## src/rtl/cla_sub_15bit_pipe.sv

```systemverilog
// Two-stage carry-lookahead subtractor: diff = sum_in - input_2 - b_in, split at bit 8.
// Optional underflow counter on err_cnt is enabled by defining CLA_SUB_ERRCNT_EN.
`timescale 1ns/1ps

module cla_sub_15bit_pipe #(
    parameter int ADDR_WIDTH = 15
) (
    input  logic                  clk,
    input  logic                  rst_n,
    input  logic                  in_valid,
    output logic                  in_ready,
    input  logic [ADDR_WIDTH:0]   sum_in,
    input  logic [ADDR_WIDTH-1:0] input_2,
    input  logic                  b_in,
    output logic                  out_valid,
    input  logic                  out_ready,
    output logic [ADDR_WIDTH-1:0] diff,
    output logic                  underflow,
    output logic                  overflow,
    output logic [7:0]            err_cnt
);

    localparam int LO_W = 8;
    localparam int HI_W = ADDR_WIDTH + 1 - LO_W;

    // Flat 8-bit borrow lookahead: borrow[i+1] = g[i] | p[i]g[i-1] | ... | p[i..0]bin.
    function automatic logic [LO_W:0] borrows8(input logic [LO_W-1:0] g,
                                                input logic [LO_W-1:0] p,
                                                input logic            bin);
        logic [LO_W:0] bw;
        logic          acc;
        logic          pp;
        bw[0] = bin;
        for (int unsigned i = 0; i < LO_W; i++) begin
            acc = g[i];
            pp  = p[i];
            for (int unsigned j = i; j > 0; j--) begin
                acc = acc | (pp & g[j-1]);
                pp  = pp & p[j-1];
            end
            bw[i+1] = acc | (pp & bin);
        end
        return bw;
    endfunction

    logic                  s1_valid_q, s1_valid_d;
    logic [LO_W-1:0]       s1_dlo_q, s1_dlo_d;
    logic                  s1_borrow_q, s1_borrow_d;
    logic [HI_W-1:0]       s1_ahi_q, s1_ahi_d;
    logic [HI_W-2:0]       s1_bhi_q, s1_bhi_d;
    logic                  s2_valid_q, s2_valid_d;
    logic [ADDR_WIDTH-1:0] diff_q, diff_d;
    logic                  underflow_q, underflow_d;
    logic                  overflow_q, overflow_d;

    logic            advance;
    logic [LO_W-1:0] a_lo, b_lo, a_hi, b_hi;
    logic [LO_W:0]   bw_lo, bw_hi;
    logic [LO_W-1:0] r_hi;

    assign advance  = ~s2_valid_q | out_ready;
    assign in_ready = ~s1_valid_q | advance;

    always_comb begin
        a_lo  = sum_in[LO_W-1:0];
        b_lo  = input_2[LO_W-1:0];
        bw_lo = borrows8(~a_lo & b_lo, ~(a_lo ^ b_lo), b_in);

        a_hi  = s1_ahi_q;
        b_hi  = {1'b0, s1_bhi_q};
        bw_hi = borrows8(~a_hi & b_hi, ~(a_hi ^ b_hi), s1_borrow_q);
        r_hi  = a_hi ^ b_hi ^ bw_hi[LO_W-1:0];

        s1_valid_d  = s1_valid_q;
        s1_dlo_d    = s1_dlo_q;
        s1_borrow_d = s1_borrow_q;
        s1_ahi_d    = s1_ahi_q;
        s1_bhi_d    = s1_bhi_q;
        s2_valid_d  = s2_valid_q;
        diff_d      = diff_q;
        underflow_d = underflow_q;
        overflow_d  = overflow_q;

        if (in_ready) begin
            s1_valid_d = in_valid;
            if (in_valid) begin
                s1_dlo_d    = a_lo ^ b_lo ^ bw_lo[LO_W-1:0];
                s1_borrow_d = bw_lo[LO_W];
                s1_ahi_d    = sum_in[ADDR_WIDTH:LO_W];
                s1_bhi_d    = input_2[ADDR_WIDTH-1:LO_W];
            end
        end

        // Result registers only change on a real load, so a stalled output stays put.
        if (advance) begin
            s2_valid_d = s1_valid_q;
            if (s1_valid_q) begin
                diff_d      = {r_hi[LO_W-2:0], s1_dlo_q};
                underflow_d = bw_hi[LO_W];
                overflow_d  = ~bw_hi[LO_W] & r_hi[LO_W-1];
            end
        end
    end

    always_ff @(posedge clk) begin
        if (!rst_n) begin
            s1_valid_q  <= 1'b0;
            s1_dlo_q    <= '0;
            s1_borrow_q <= 1'b0;
            s1_ahi_q    <= '0;
            s1_bhi_q    <= '0;
            s2_valid_q  <= 1'b0;
            diff_q      <= '0;
            underflow_q <= 1'b0;
            overflow_q  <= 1'b0;
        end else begin
            s1_valid_q  <= s1_valid_d;
            s1_dlo_q    <= s1_dlo_d;
            s1_borrow_q <= s1_borrow_d;
            s1_ahi_q    <= s1_ahi_d;
            s1_bhi_q    <= s1_bhi_d;
            s2_valid_q  <= s2_valid_d;
            diff_q      <= diff_d;
            underflow_q <= underflow_d;
            overflow_q  <= overflow_d;
        end
    end

    assign out_valid = s2_valid_q;
    assign diff      = diff_q;
    assign underflow = underflow_q;
    assign overflow  = overflow_q;

`ifdef CLA_SUB_ERRCNT_EN
    logic [7:0] err_cnt_q, err_cnt_d;

    always_comb begin
        err_cnt_d = err_cnt_q;
        if (s2_valid_q && out_ready && underflow_q && (err_cnt_q != 8'hFF)) begin
            err_cnt_d = err_cnt_q + 8'd1;
        end
    end

    always_ff @(posedge clk) begin
        if (!rst_n) begin
            err_cnt_q <= '0;
        end else begin
            err_cnt_q <= err_cnt_d;
        end
    end

    assign err_cnt = err_cnt_q;
`else
    assign err_cnt = '0;
`endif

endmodule
```

## config.mk

```make
export PLATFORM = sky130hd
export DESIGN_NAME = cla_sub_15bit_pipe
export DESIGN_NICKNAME = d
export VERILOG_FILES = /design/src/rtl/cla_sub_15bit_pipe.sv
export SDC_FILE = /design/constraint.sdc
export NUM_CORES = 1
export LEC_CHECK = 0
export BUFFER_PORTS_ARGS = -buffer_cell sky130_fd_sc_hd__buf_2
export CAP_MARGIN = 30
export CORE_MARGIN = 2
export CORE_UTILIZATION = 45
export CTS_CLUSTER_DIAMETER = 60
export DETAILED_ROUTE_END_ITERATION = 7
export GPL_ROUTABILITY_DRIVEN = 0
export GPL_TIMING_DRIVEN = 0
export PLACE_DENSITY = 0.82
export SLEW_MARGIN = 20
export SYNTH_ARGS = -nofsm -noshare
export SYNTH_HDL_FRONTEND = slang
export SYNTH_SLANG_ARGS = --single-unit
```

## constraint.sdc

```tcl
create_clock -name clk -period 2.42 [get_ports clk]
set_input_delay 0.605 -clock clk [delete_from_list [all_inputs] [get_ports clk]]
set_output_delay 0.605 -clock clk [all_outputs]
set_load 0.02 [all_outputs]
```

==> results.py <==
metrics = {
    "grt": {
        "grt_usage_pct": 19.0,
        "antenna_found_initial": 0,
        "gr-total-overflow": 0,
        "grt_max_degree": 13,
        "grt_pass1_wl_mm": 8.30,
        "grt_pass1_vias": 1901,
    },
    "clocking": {
        "clk_path_buf_depth": 2,
        "worstSkewPairLatency_ps": 290,
        "root_buffer": "clkbuf_8",
        "cts_setup_buffers": 0,
        "clock-sinks": 43,
        "htreeDepth": 2,
        "cts_tree": "built",
        "cts-buffers-inserted": 5,
        "postCtsHoldBufs": 0,
        "clkTransAtPathRegs_ps": 80,
        "cts_resized": 0,
    },
    "floorplan": {
        "die_area_um2": 5720,
        "die_y_um": 75.6,
        "io_pins": 63,
        "die_width_um": 75.6,
        "start_util_pct": 45.8,
        "rows": 26,
        "core_um2": 5040,
    },
    "route": {
        "wl_per_cell_um": 12.6,
        "wirelength_mm": 5.42,
        "drt_first_pass_iters": 4,
        "dr_total_vias": 2221,
        "drcViolationCount": 0,
        "drt-initial-drc-count": 165,
        "ant_nets": 0,
        "vias_per_cell": 5.15,
    },
    "timing": {
        "slew_violations": 0,
        "relSlewSlack_pct": 65.0,
        "hold_viol_final": 0,
        "fin_skew_ps": 2.61,
        "finalSetupViolCount": 0,
        "worst_slack_ps": 371,
        "fin_crit_sh_pct": 84.7,
        "fmax_ghz": 0.488,
        "whs_ps": 452,
        "worst_slew_pin_slew_ps": 524,
        "min_period_ps": 2050,
        "tns_ps": 0,
        "rsz0062_at_grt": "false",
    },
    "placed_design": {
        "place_ws_ps": 112,
        "io_buffers": 54,
        "place_hpwl_mm": 4.10,
    },
    "logic_synthesis": {
        "synth_cell_types": 44,
        "synth_common_cells": "56 x nand2_1, 43 x dfxtp_1, 39 x a21oi_1",
        "syn-mean-instance-area_um2": 7.90,
        "yosys-top-cells-area": "dfxtp_1 37%, nand2_1 9.1%, a21oi_1 8.5%",
        "synth-edff-count": 0,
        "synth_area_um2": 2310,
        "synth-seq-area-share_pct": 37.3,
        "synth_warnings": 0,
        "yosysMostFrequentCell": "nand2_1",
        "async_flop_share_pct": 0,
        "synthDominantCellAreaShare_pct": 37.3,
        "synth_flop_cell": "dfxtp_1",
        "netlist_instances": 292,
        "yosysTopAreaCell": "dfxtp_1",
        "ys_ff_latch": 43,
    },
    "power": {
        "finalPower_mw": 1.65,
        "internal_power_mw": 1.17,
        "swShare_pct": 29.4,
        "clockPowerShare_pct": 30.2,
        "peakVddDrop_mv": 0.242,
        "switchingPower_mw": 0.486,
        "pwr-share-comb_pct": 22.6,
        "seqPwrFrac_pct": 47.2,
        "leakagePower_nw": 1.30,
        "powerDensity_nw_per_um2": 592,
    },
    "job": {
        "max_cap_violations": 0,
    },
    "layout": {
        "n_antenna_cell": 0,
        "synthToLayoutAreaGrowth_pct": 21.0,
        "final_nets": 413,
        "fillCellCount": 471,
        "final_util_pct": 55.4,
        "layout-drive-gt1-share_pct": 20.8,
    },
    "worst_setup_path": {
        "critical_path.cell_chain": "buf_2 > inv_1 > ha_1 > and3_1 > or3b_1 > a2111oi_1 > nor3_1",
        "critPathLaunchType": "primary input",
        "slowest_stage": "ha_1",
        "cp.buffers_inverters": 2,
        "critPathCaptureType": "register",
        "worstPathMaxFanout": 7,
        "crit_type": "in -> reg",
        "rrSetupSlack_ps": 600,
        "cp.required_ps": 2590,
        "worst_ep_arrival_time_ps": 2220,
        "cp_slowest_stage_delay_ps": 410,
        "crit_family": "simple AND/OR/NAND/NOR gates",
    },
    "outcome": {
        "status": "completed",
    },
    "worst_hold_path": {
        "holdCritPathClass": "reg -> reg",
    },
}
[area by class of cell]
| type | instances | area (um^2) | share of cell area [%] |
|---|---|---|---|
| Tap cell | 70 | 87.6 | 3.14 |
| Timing Repair Buffer | 54 | 270 | 9.68 |
| Buffer | 21 | 124 | 4.44 |
| Clock buffer | 8 | 100 | 3.59 |
| Inverter | 25 | 93.8 | 3.36 |
| Multi-Input combinational cell | 210 | 1250 | 45.0 |
| Sequential cell | 43 | 861 | 30.8 |
[cell families (layout without fill, tap and decap cells)]
group           count (synthesis)  in the layout  synth area share (%)
fa+ha+maj                      17             17                  9.87
xor+xnor                        6              6                  2.28
buf+inv                        46            108                  9.44
compound gates                 81             81                  21.4
other cells                     1              8                 0.163
simple gates                   98             98                  19.6
flops                          43             43                  37.3
[cell usage in the layout, fill, tap and decap left out, types with 3 or more instances in the layout]
master,n
nand2_1,56
buf_2,56
dfxtp_1,43
a21oi_1,39
inv_1,25
ha_1,15
o21ai_0,13
buf_4,10
clkbuf_1,8
conb_1,8
nor2_1,7
nand3_1,7
clkbuf_8,7
a211oi_1,6
a21o_1,6
nor3_1,6
xnor2_1,4
nand4_1,4
and2_1,3
and3_1,3
a31oi_1,3
a41oi_1,3
or3_1,3
[per-stage QoR]
| step | std cells | cell area [um^2] |
|---|---|---|
| floorplan | 299 | 2330 |
| global placement | 423 | 2690 |
| detailed placement | 423 | 2690 |
| CTS | 431 | 2790 |
| global route | 431 | 2790 |
| finish | 431 | 2790 |
[power by group through the flow]
| stage | logic [mW] | clock network [mW] | registers, mW |
|---|---|---|---|
| 3_5_place_dp | 0.367 | 0 | 0.796 |
| 5_1_grt | 0.415 | 0.527 | 0.786 |
| 4_1_cts | 0.370 | 0.500 | 0.780 |
| 3_3_place_gp | 0.358 | 0 | 0.795 |
| 2_1_floorplan | 0.245 | 0 | 0.811 |
| 6_report | 0.373 | 0.500 | 0.780 |
[per-layer routing]
layer  part of all wire [%]  routed length (um)  global-route usage [%]
met5                      0                   0                       0
met4                    2.2                 120                    7.21
met3                    7.2                 392                    4.63
met2                     48                2590                    31.1
met1                     43                2330                    24.2
[flip-flops by register name, indices dropped and copies added (netlist names)]
| name | count |
|---|---|
| s1_bhi_q | 7 |
| a_hi | 8 |
| overflow | 1 |
| s1_borrow_q | 1 |
| s1_dlo_q | 8 |
| diff | 15 |
| underflow | 1 |
| s1_valid_q | 1 |
| out_valid | 1 |
[path summary, 6_finish.rpt]
path,from,endpoint,cells after the start
worst max-delay path,sum_in[4],s1_dlo_q[7]$_SDFFE_PN0P_,7
worst min-delay path,diff[3]$_SDFFE_PN0P_,diff[3]$_SDFFE_PN0P_,2
worst max register to register,a_hi[0]$_SDFFE_PN0P_,diff[14]$_SDFFE_PN0P_,6
worst min register to register,diff[3]$_SDFFE_PN0P_,diff[3]$_SDFFE_PN0P_,2
[worst register-to-register path: stages (launching register included)]
cell	delay, ps
dfxtp_1	370
inv_1	60
ha_1	280
a211oi_1	390
nor3_1	140
o21ai_0	320
a31oi_1	130
Power figures use the tool's default switching activity.
